==> config.mk <==
export PLATFORM = sky130hd
export DESIGN_NAME = sum_uart_tx
export DESIGN_NICKNAME = d
export VERILOG_FILES = /design/src/rtl/sum_uart_tx.sv
export SDC_FILE = /design/constraint.sdc
export NUM_CORES = 1
export LEC_CHECK = 0
export BUFFER_PORTS_ARGS = -buffer_cell sky130_fd_sc_hd__buf_2
export CELL_PAD_IN_SITES_DETAIL_PLACEMENT = 1
export CELL_PAD_IN_SITES_GLOBAL_PLACEMENT = 2
export CORE_AREA = 4 4 68 102
export DETAILED_ROUTE_END_ITERATION = 12
export DIE_AREA = 0 0 72 106
export PLACE_DENSITY_LB_ADDON = 0.08
export SLEW_MARGIN = 40
export SYNTH_ARGS = -nofsm -noshare
export SYNTH_HDL_FRONTEND = slang
export SYNTH_SLANG_ARGS = --single-unit
export TNS_END_PERCENT = 30
==> constraint.sdc <==
create_clock -name clk -period 3.9 [get_ports clk]
set_input_delay 0.39 -clock clk [delete_from_list [all_inputs] [get_ports clk]]
set_output_delay 0.39 -clock clk [all_outputs]
set_load 0.02 [all_outputs]
==> src/rtl/sum_uart_tx.sv <==
// UART 8N1 transmitter fed by a small byte FIFO; drains adder results onto one pin.
// Baud rate is clk / CLKS_PER_BIT. Bytes go out LSB first, in push order.
module sum_uart_tx #(
  parameter int unsigned CLKS_PER_BIT = 16,
  parameter int unsigned FIFO_DEPTH   = 4
) (
  input  logic                         clk,
  input  logic                         rst_n,
  input  logic                         ena,
  input  logic [7:0]                   in_data,
  input  logic                         in_valid,
  output logic                         in_ready,
  output logic                         tx,
  output logic                         busy,
  output logic [$clog2(FIFO_DEPTH):0]  fifo_count
);

  localparam int unsigned CNT_W   = (CLKS_PER_BIT > 1) ? $clog2(CLKS_PER_BIT) : 1;
  localparam int unsigned PTR_W   = $clog2(FIFO_DEPTH);
  localparam int unsigned COUNT_W = PTR_W + 1;

  localparam logic [CNT_W-1:0]   BAUD_LAST  = CNT_W'(CLKS_PER_BIT - 1);
  localparam logic [COUNT_W-1:0] FULL_COUNT = COUNT_W'(FIFO_DEPTH);

  typedef enum logic [1:0] {IDLE, START, DATA, STOP} state_t;

  state_t             state_q, state_d;
  logic [CNT_W-1:0]   baud_q, baud_d;
  logic [2:0]         bit_q, bit_d;
  logic [7:0]         shift_q, shift_d;
  logic               tx_q, tx_d;
  logic               busy_q, busy_d;

  logic [7:0]         mem [FIFO_DEPTH];
  logic [PTR_W-1:0]   wr_ptr, rd_ptr;
  logic [COUNT_W-1:0] count_q;

  logic push;
  logic pop;
  logic baud_done;

  // in_ready depends only on the registered count, so a full FIFO refuses
  // a push even when the FSM pops in the same cycle.
  assign in_ready   = (count_q != FULL_COUNT);
  assign push       = in_valid && in_ready;
  assign baud_done  = (baud_q == BAUD_LAST);

  assign tx         = tx_q;
  assign busy       = busy_q;
  assign fifo_count = count_q;

  // NOTE: every signal driven here gets its hold value first, so no path can
  // leave one unassigned and infer a latch.
  always_comb begin
    state_d = state_q;
    baud_d  = baud_q;
    bit_d   = bit_q;
    shift_d = shift_q;
    tx_d    = tx_q;
    busy_d  = busy_q;
    pop     = 1'b0;

    // With ena low everything above simply holds, freezing the frame in place.
    if (ena) begin
      case (state_q)
        IDLE: begin
          tx_d   = 1'b1;
          busy_d = 1'b0;
          if (count_q != '0) begin
            pop     = 1'b1;
            shift_d = mem[rd_ptr];
            baud_d  = '0;
            bit_d   = '0;
            state_d = START;
            tx_d    = 1'b0;
            busy_d  = 1'b1;
          end
        end
        START: begin
          if (baud_done) begin
            baud_d  = '0;
            state_d = DATA;
            tx_d    = shift_q[0];
          end else begin
            baud_d  = baud_q + CNT_W'(1);
          end
        end
        DATA: begin
          if (baud_done) begin
            baud_d = '0;
            if (bit_q == 3'd7) begin
              state_d = STOP;
              tx_d    = 1'b1;
            end else begin
              bit_d   = bit_q + 3'd1;
              shift_d = {1'b0, shift_q[7:1]};
              tx_d    = shift_q[1];
            end
          end else begin
            baud_d = baud_q + CNT_W'(1);
          end
        end
        STOP: begin
          if (baud_done) begin
            baud_d  = '0;
            state_d = IDLE;
            tx_d    = 1'b1;
            busy_d  = 1'b0;
          end else begin
            baud_d  = baud_q + CNT_W'(1);
          end
        end
        default: state_d = IDLE;
      endcase
    end
  end

  // NOTE: registers use non-blocking assignments so every flop samples the
  // pre-edge values, independent of statement order.
  always_ff @(posedge clk) begin
    if (!rst_n) begin
      state_q <= IDLE;
      baud_q  <= '0;
      bit_q   <= '0;
      shift_q <= '0;
      tx_q    <= 1'b1;
      busy_q  <= 1'b0;
    end else begin
      state_q <= state_d;
      baud_q  <= baud_d;
      bit_q   <= bit_d;
      shift_q <= shift_d;
      tx_q    <= tx_d;
      busy_q  <= busy_d;
    end
  end

  always_ff @(posedge clk) begin
    if (!rst_n) begin
      wr_ptr  <= '0;
      rd_ptr  <= '0;
      count_q <= '0;
    end else begin
      if (push) wr_ptr <= wr_ptr + PTR_W'(1);
      if (pop)  rd_ptr <= rd_ptr + PTR_W'(1);
      case ({push, pop})
        2'b10:   count_q <= count_q + COUNT_W'(1);
        2'b01:   count_q <= count_q - COUNT_W'(1);
        default: count_q <= count_q;
      endcase
    end
  end

  // NOTE: the storage array has no reset; entries are only read after a push
  // has written them, and the pointers/count are what reset flushes.
  always_ff @(posedge clk) begin
    if (rst_n && push) mem[wr_ptr] <= in_data;
  end

endmodule

==> impl_metrics.json, run 1 <==
{
  "grt_max_degree": 35,
  "pre_cts_slack_ns": 1.20,
  "hold_violations": 0,
  "crit_path_end_kind": "flop",
  "synthCells": 205,
  "power_switching_w": 0.000672,
  "clock-sinks": 60,
  "worstSetupStartpointType": "flop",
  "tns_ns": 0,
  "cts-root-buf": "clkbuf_8",
  "cts_tree": "yes",
  "fin_crit_sh_pct": 64.3,
  "cts.clk_slew.worst_paths_ns": 0.07,
  "ir_worst_vdd_mv": 0.374,
  "rows": 35,
  "post_cts_buffers": 0,
  "internal-power_w": 0.00134,
  "multi_input_area_mm2": 0.00107,
  "core_mm2": 0.00604,
  "antenna_found_initial": 0,
  "grt_setup_unrepaired": "false",
  "syn_area_mm2": 0.00266,
  "vias_per_cell": 5.49,
  "drtAntennaViolNets": 0,
  "fmax_mhz": 399,
  "wl_per_cell_um": 16.8,
  "syn_nets": 231,
  "ys_ff_latch": 60,
  "layout_setup_ws_ns": 1.39,
  "cts_buffers": 9,
  "drt-total-wl_mm": 5.09,
  "pin_count": 18,
  "io_buffer_count": 17,
  "dpl.hpwl_mm": 3.70,
  "final_layout_size_suffix_gt1_share_pct": 20.2,
  "seqCellArea_mm2": 0.00152,
  "drt_iter0_drc": 43,
  "synth_top_area_share_pct": 36.1,
  "fin_skew_ns": 0.00966,
  "maxSlewHeadroom_pct": 56.4,
  "power.density_mw_per_mm2": 671,
  "die_w_um": 72,
  "ys_types": 41,
  "drc_errors": 0,
  "holdBufCountCts": 0,
  "syn_area_per_cell_um2": 13.0,
  "status": "completed",
  "arrival_ns": 2.78,
  "hp-class": "in -> reg",
  "gp_congestion": 0.734,
  "grt_usage_pct": 15.0,
  "synth.area.top_cells": "edfxtp_1, dfxtp_1, mux4_2",
  "whs_ns": 0.263,
  "path_class": "reg -> reg",
  "setup_viol_count_final": 0,
  "fin_crit_ns": 2.51,
  "clock_latency_ns": 0.34,
  "synth_edf_count": 32,
  "cap_violations": 0,
  "fillCellCount": 620,
  "ctsResizeCount": 0,
  "initial_core_util_pct": 44.1,
  "grt_pass1_vias": 1814,
  "seq_area_frac_synth_pct": 57.1,
  "synth-main-ff-cell": "edfxtp_1",
  "cp.required_ns": 4.17,
  "vias": 1658,
  "cts-htree-levels": 3,
  "slew_violations": 0,
  "dr.pass1.iters": 4,
  "yosysTopAreaCell": "edfxtp_1",
  "p_leak_nw": 1.09,
  "final_core_util_pct": 49.7,
  "ys_warn_count": 0,
  "worst_slew_pin_slew_ns": 0.652,
  "die_y_um": 106,
  "die-area_mm2": 0.00763,
  "cts.path.max_buffers": 2,
  "p_sw_share_pct": 33.4,
  "area_growth_pct": 12.7,
  "nets": 249,
  "p_seq_share_pct": 43.2,
  "synthArstFlopShare_pct": 0,
  "grt-ovfl-total": 0,
  "critPathMaxFanout": 8,
  "comb_power_share_pct": 29.2,
  "clkPwrFrac_pct": 27.6,
  "antennaDiodeCount": 0,
  "grt_first_pass_wirelength_mm": 8.73
}
==> cell type report <==
| class | instances | share of cell area [%] |
|---|---|---|
| tap | 74 | 3.08 |
| inverter | 8 | 1.00 |
| multi-input combinational | 127 | 35.7 |
| sequential | 60 | 50.7 |
| clock buffer | 9 | 4.13 |
| clock inverter | 7 | 2.54 |
| timing repair buffer | 17 | 2.83 |
==> cell usage after synthesis, types with 3 or more instances <==
cell / instances
a21boi_0: 8
a21oi_1: 10
and2_1: 9
and3_1: 6
clkbuf_1: 5
dfxtp_1: 28
edfxtp_1: 32
ha_1: 13
inv_1: 8
mux2i_1: 9
mux4_2: 8
nand2_1: 12
nand3_1: 4
o21ai_0: 14
xnor2_1: 3
==> worst paths after layout <==
check / from / endpoint / slack, ns / cells past startpoint
max: fifo_count[2] / fifo_count[2] / 1.39 / 9
min reg2reg: bit_q[2] / bit_q[2] / 0.48 / 2
max reg2reg: fifo_count[2] / fifo_count[2] / 1.39 / 9
min: in_data[6] / mem[0][6] / 0.26 / 1
==> power by group through the flow <==
stage          clock network [W]  logic (W)  registers [W]
2_1_floorplan                  0   0.000462       0.000855
3_3_place_gp                   0   0.000550       0.000875
3_5_place_dp                   0   0.000578       0.000883
4_1_cts                 0.000573   0.000580       0.000871
5_1_grt                 0.000607   0.000655       0.000887
6_report                0.000555   0.000588       0.000869
==> registers in the layout (all words and copies together) (netlist names), named ones only <==
name,cells
tx,1
shift_q,8
fifo_count,3
busy,1
state_q,2
bit_q,3
rd_ptr,2
baud_q,4
wr_ptr,2
mem,32
==> cells by family after synthesis <==
kind of cell	Yosys count	synth area share, %
adder cells (fa/ha/maj)	14	6.86
AND/OR/NAND/NOR	47	10.7
flip-flops	60	57.1
buffers and inverters	18	3.20
multiplexers	17	10.2
AO/OA/AOI/OAI	44	10.3
XOR/XNOR	5	1.65
==> routing by layer <==
layer  global-route usage (%)  wire [um]  up-vias
met1                     16.5       2030      830
met5                        0          0        -
met4                     5.78         85        0
met3                     4.45        164        8
li1                         -          -      796
met2                     26.5       2800       24
==> critical path, cell delays in order (launching register included) <==
cell and delay [ns]:
dfxtp_1 0.46, or3b_1 0.39, and2_1 0.24, inv_1 0.11, ha_1 0.19, inv_1 0.06, fa_1 0.37, xor2_1 0.15
or3_1 0.30, a21boi_0 0.16
==> through the flow <==
| stage | cell area, um^2 | power (W) | cells |
|---|---|---|---|
| 6_report | 3000 | 0.00201 | 302 |
| 5_1_grt | 3000 | 0.00215 | 302 |
| 4_1_cts | 2990 | 0.00203 | 302 |
| 3_5_place_dp | 2790 | 0.00146 | 286 |
| 3_3_place_gp | 2790 | 0.00143 | 286 |
| 2_1_floorplan | 2660 | 0.00132 | 205 |
==> cells in the final DEF, fill, tap and decap left out, types with 3 or more instances in the layout <==
master,instances
xnor2_1,3
clkbuf_8,9
inv_1,8
nand2_1,12
nand3_1,4
mux2i_1,9
a21boi_0,8
mux4_2,8
a21oi_1,10
and3_1,6
and2_1,9
ha_1,12
dfxtp_1,28
buf_2,17
o21ai_0,14
edfxtp_1,32
(Power assumes the default switching activity.)
==> run 2, diff against run 1 <==
CORE_AREA = 4 4 71 105   (was 4 4 68 102)
DIE_AREA = 0 0 75 109   (was 0 0 72 106)
clock period = 2.5 ns   (was 3.9 ns; I/O delays follow)
==> run 2 against run 1 <==
Effect of this change: worst hold slack worse by 0.14 ns; combinational power up 65%; sequential power up 53%; register-to-register slack worse by 1.2 ns; first-iteration DRC count up 7.0%; flip-flop and latch count unchanged; total power up 68%.
==> impl_metrics.json, run 2 (same netlist as run 1, synthesis figures left out) <==
{
  "crit_path_end_kind": "flop",
  "critPathSlowestCell": "or3b_4",
  "drt-total-wl_mm": 5.34,
  "cp_top_family": "simple AND/OR/NAND/NOR gates",
  "gp_congestion": 0.764,
  "placed_area_mm2": 0.00284,
  "totalPowerFinal_w": 0.00338,
  "grt_setup_unrepaired": "false",
  "cts-root-buf": "clkbuf_8",
  "die_w_um": 75,
  "drt_iter0_drc": 46,
  "vias_per_cell": 5.37,
  "power.density_mw_per_mm2": 1090,
  "slew_violations": 0,
  "path_common_cell": "inv_1",
  "clock_latency_ns": 0.34,
  "power_switching_w": 0.00106,
  "cts_tree": "yes",
  "dpl.hpwl_mm": 3.82,
  "p_seq_share_pct": 39.4,
  "crit_chain": "or3b_4, and2_2, inv_1, ha_1, inv_1, fa_1, xor2_1, or3_1, a21boi_1",
  "core_mm2": 0.00653,
  "worst_slew_pin_slew_ns": 0.671,
  "path_class": "reg -> reg",
  "ctsResizeCount": 0,
  "worst_r2r_endpoint": "fifo_count[2]",
  "pin_count": 18,
  "final_layout_size_suffix_gt1_share_pct": 22.7,
  "hold_start": "in_data[5]",
  "clock-sinks": 60,
  "grt_first_pass_wirelength_mm": 8.76,
  "hold_violations": 0,
  "cap_violations": 0,
  "post_cts_buffers": 0,
  "vias": 1658,
  "gr-max-usage-layer": "met2",
  "fillCellCount": 668,
  "nets": 254,
  "stdcell_area_mm2": 0.00309,
  "grt_use_met2_pct": 26.4,
  "grt_max_degree": 30,
  "largest_register_ffs": 32,
  "critPathMaxFanout": 7,
  "regMostFlops": "mem",
  "ff2ff_path_depth": 9,
  "min_to": "mem[3][5]",
  "final_cells": 309,
  "layout_common_cells": "edfxtp_1, dfxtp_1, buf_2",
  "r2r_setup_slack_ns": 0.15,
  "tns_ns": 0,
  "reg2reg_from": "fifo_count[0]",
  "cts.path.max_buffers": 2,
  "critical_path_buf_inv_count": 2,
  "dp_cells": 293,
  "setup_viol_count_final": 0,
  "max_stage_delay_ns": 0.39,
  "hold_depth": 1,
  "p_sw_share_pct": 31.3,
  "fin_skew_ns": 0.0114,
  "holdBufCountCts": 0,
  "antennaDiodeCount": 0,
  "clkPwrFrac_pct": 31.9,
  "final_common_cell": "edfxtp_1",
  "p_leak_nw": 1.14,
  "worstSetupStartpointType": "flop",
  "grt_pass1_vias": 1782,
  "drc_errors": 0,
  "cp.required_ns": 2.77,
  "rows": 36,
  "area_growth_pct": 16.1,
  "wl_per_cell_um": 17.3,
  "grtUsageMet1_pct": 15.8,
  "dr.pass1.iters": 4,
  "reg.largest.list": "mem: 32 flops, shift_q: 8 flops, baud_q: 4 flops",
  "die_y_um": 109,
  "hp-class": "in -> reg",
  "status": "completed",
  "grt_usage_pct": 14.7,
  "initial_core_util_pct": 40.8,
  "fin_crit_ns": 2.35,
  "antenna_found_initial": 0,
  "grt-ovfl-total": 0,
  "ir_worst_vdd_mv": 0.551,
  "cp.depth": 9,
  "grt_use_met3_pct": 3.32,
  "cts-htree-levels": 3,
  "maxSlewHeadroom_pct": 55.1,
  "internal-power_w": 0.00232,
  "comb_power_share_pct": 28.7,
  "drtAntennaViolNets": 0,
  "die-area_mm2": 0.00818,
  "fmax_mhz": 426,
  "cts.clk_slew.worst_paths_ns": 0.08,
  "io_buffer_count": 17,
  "fin_crit_sh_pct": 93.9,
  "arrival_ns": 2.62,
  "cts_buffers": 9
}
run 2: changes by cell type in the layout (fill, tap and decap cells not counted), sizes merged:
cell / delta
bufinv: +2
clkinv: -2
buf: +5
run 2: final cells by class:
class	count	area, um^2	area share, %
Clock buffer	9	124	4.01
Clock inverter	7	123	3.97
Inverter	8	30.0	0.972
Multi-Input combinational cell	127	1070	34.7
Sequential cell	60	1520	49.3
Tap cell	76	95.1	3.08
Timing Repair Buffer	22	123	3.97
run 2: worst max-delay path by stage:
stage / to / from / slack (ns)
after floorplan: fifo_count[2] / fifo_count[0] / 0.02
after global placement: fifo_count[2] / fifo_count[0] / 0.24
after detailed placement: fifo_count[2] / fifo_count[0] / 0.12
after CTS: fifo_count[2] / fifo_count[0] / 0.1
after global routing: fifo_count[2] / fifo_count[0] / 0.04
final: fifo_count[2] / fifo_count[0] / 0.15
run 2: worst register-to-register path: stages, from the launching register on:
cell	delay (ns)
dfxtp_1	0.33
or3b_4	0.39
and2_2	0.24
inv_1	0.09
ha_1	0.18
inv_1	0.06
fa_1	0.37
xor2_1	0.16
or3_1	0.32
a21boi_1	0.14
run 2: metal layers:
metal  vias up  part of all wire, %
li1        805                    -
met2        21                   56
met4         0                  1.9
met3         9                  2.5
met5         -                    0
met1       823                   40
run 2: stage by stage:
stage / utilization (%) / hold WS (ns) / setup WS, ns
after floorplan: - / 0.349 / 0.0181
after CTS: 47.2 / 0.105 / 0.0994
after detailed placement: 43.4 / 0.465 / 0.115
final: 47.3 / 0.128 / 0.153
after global routing: 47.3 / 0.111 / 0.0363
after global placement: 43.3 / 0.451 / 0.245
run 2: power groups by stage:
| stage | logic [W] | clock network, W | registers (W) |
|---|---|---|---|
| 4_1_cts | 0.000978 | 0.00111 | 0.00134 |
| 3_5_place_dp | 0.000971 | 0 | 0.00136 |
| 2_1_floorplan | 0.000725 | 0 | 0.00134 |
| 5_1_grt | 0.00109 | 0.00115 | 0.00136 |
| 3_3_place_gp | 0.000914 | 0 | 0.00135 |
| 6_report | 0.000969 | 0.00108 | 0.00133 |
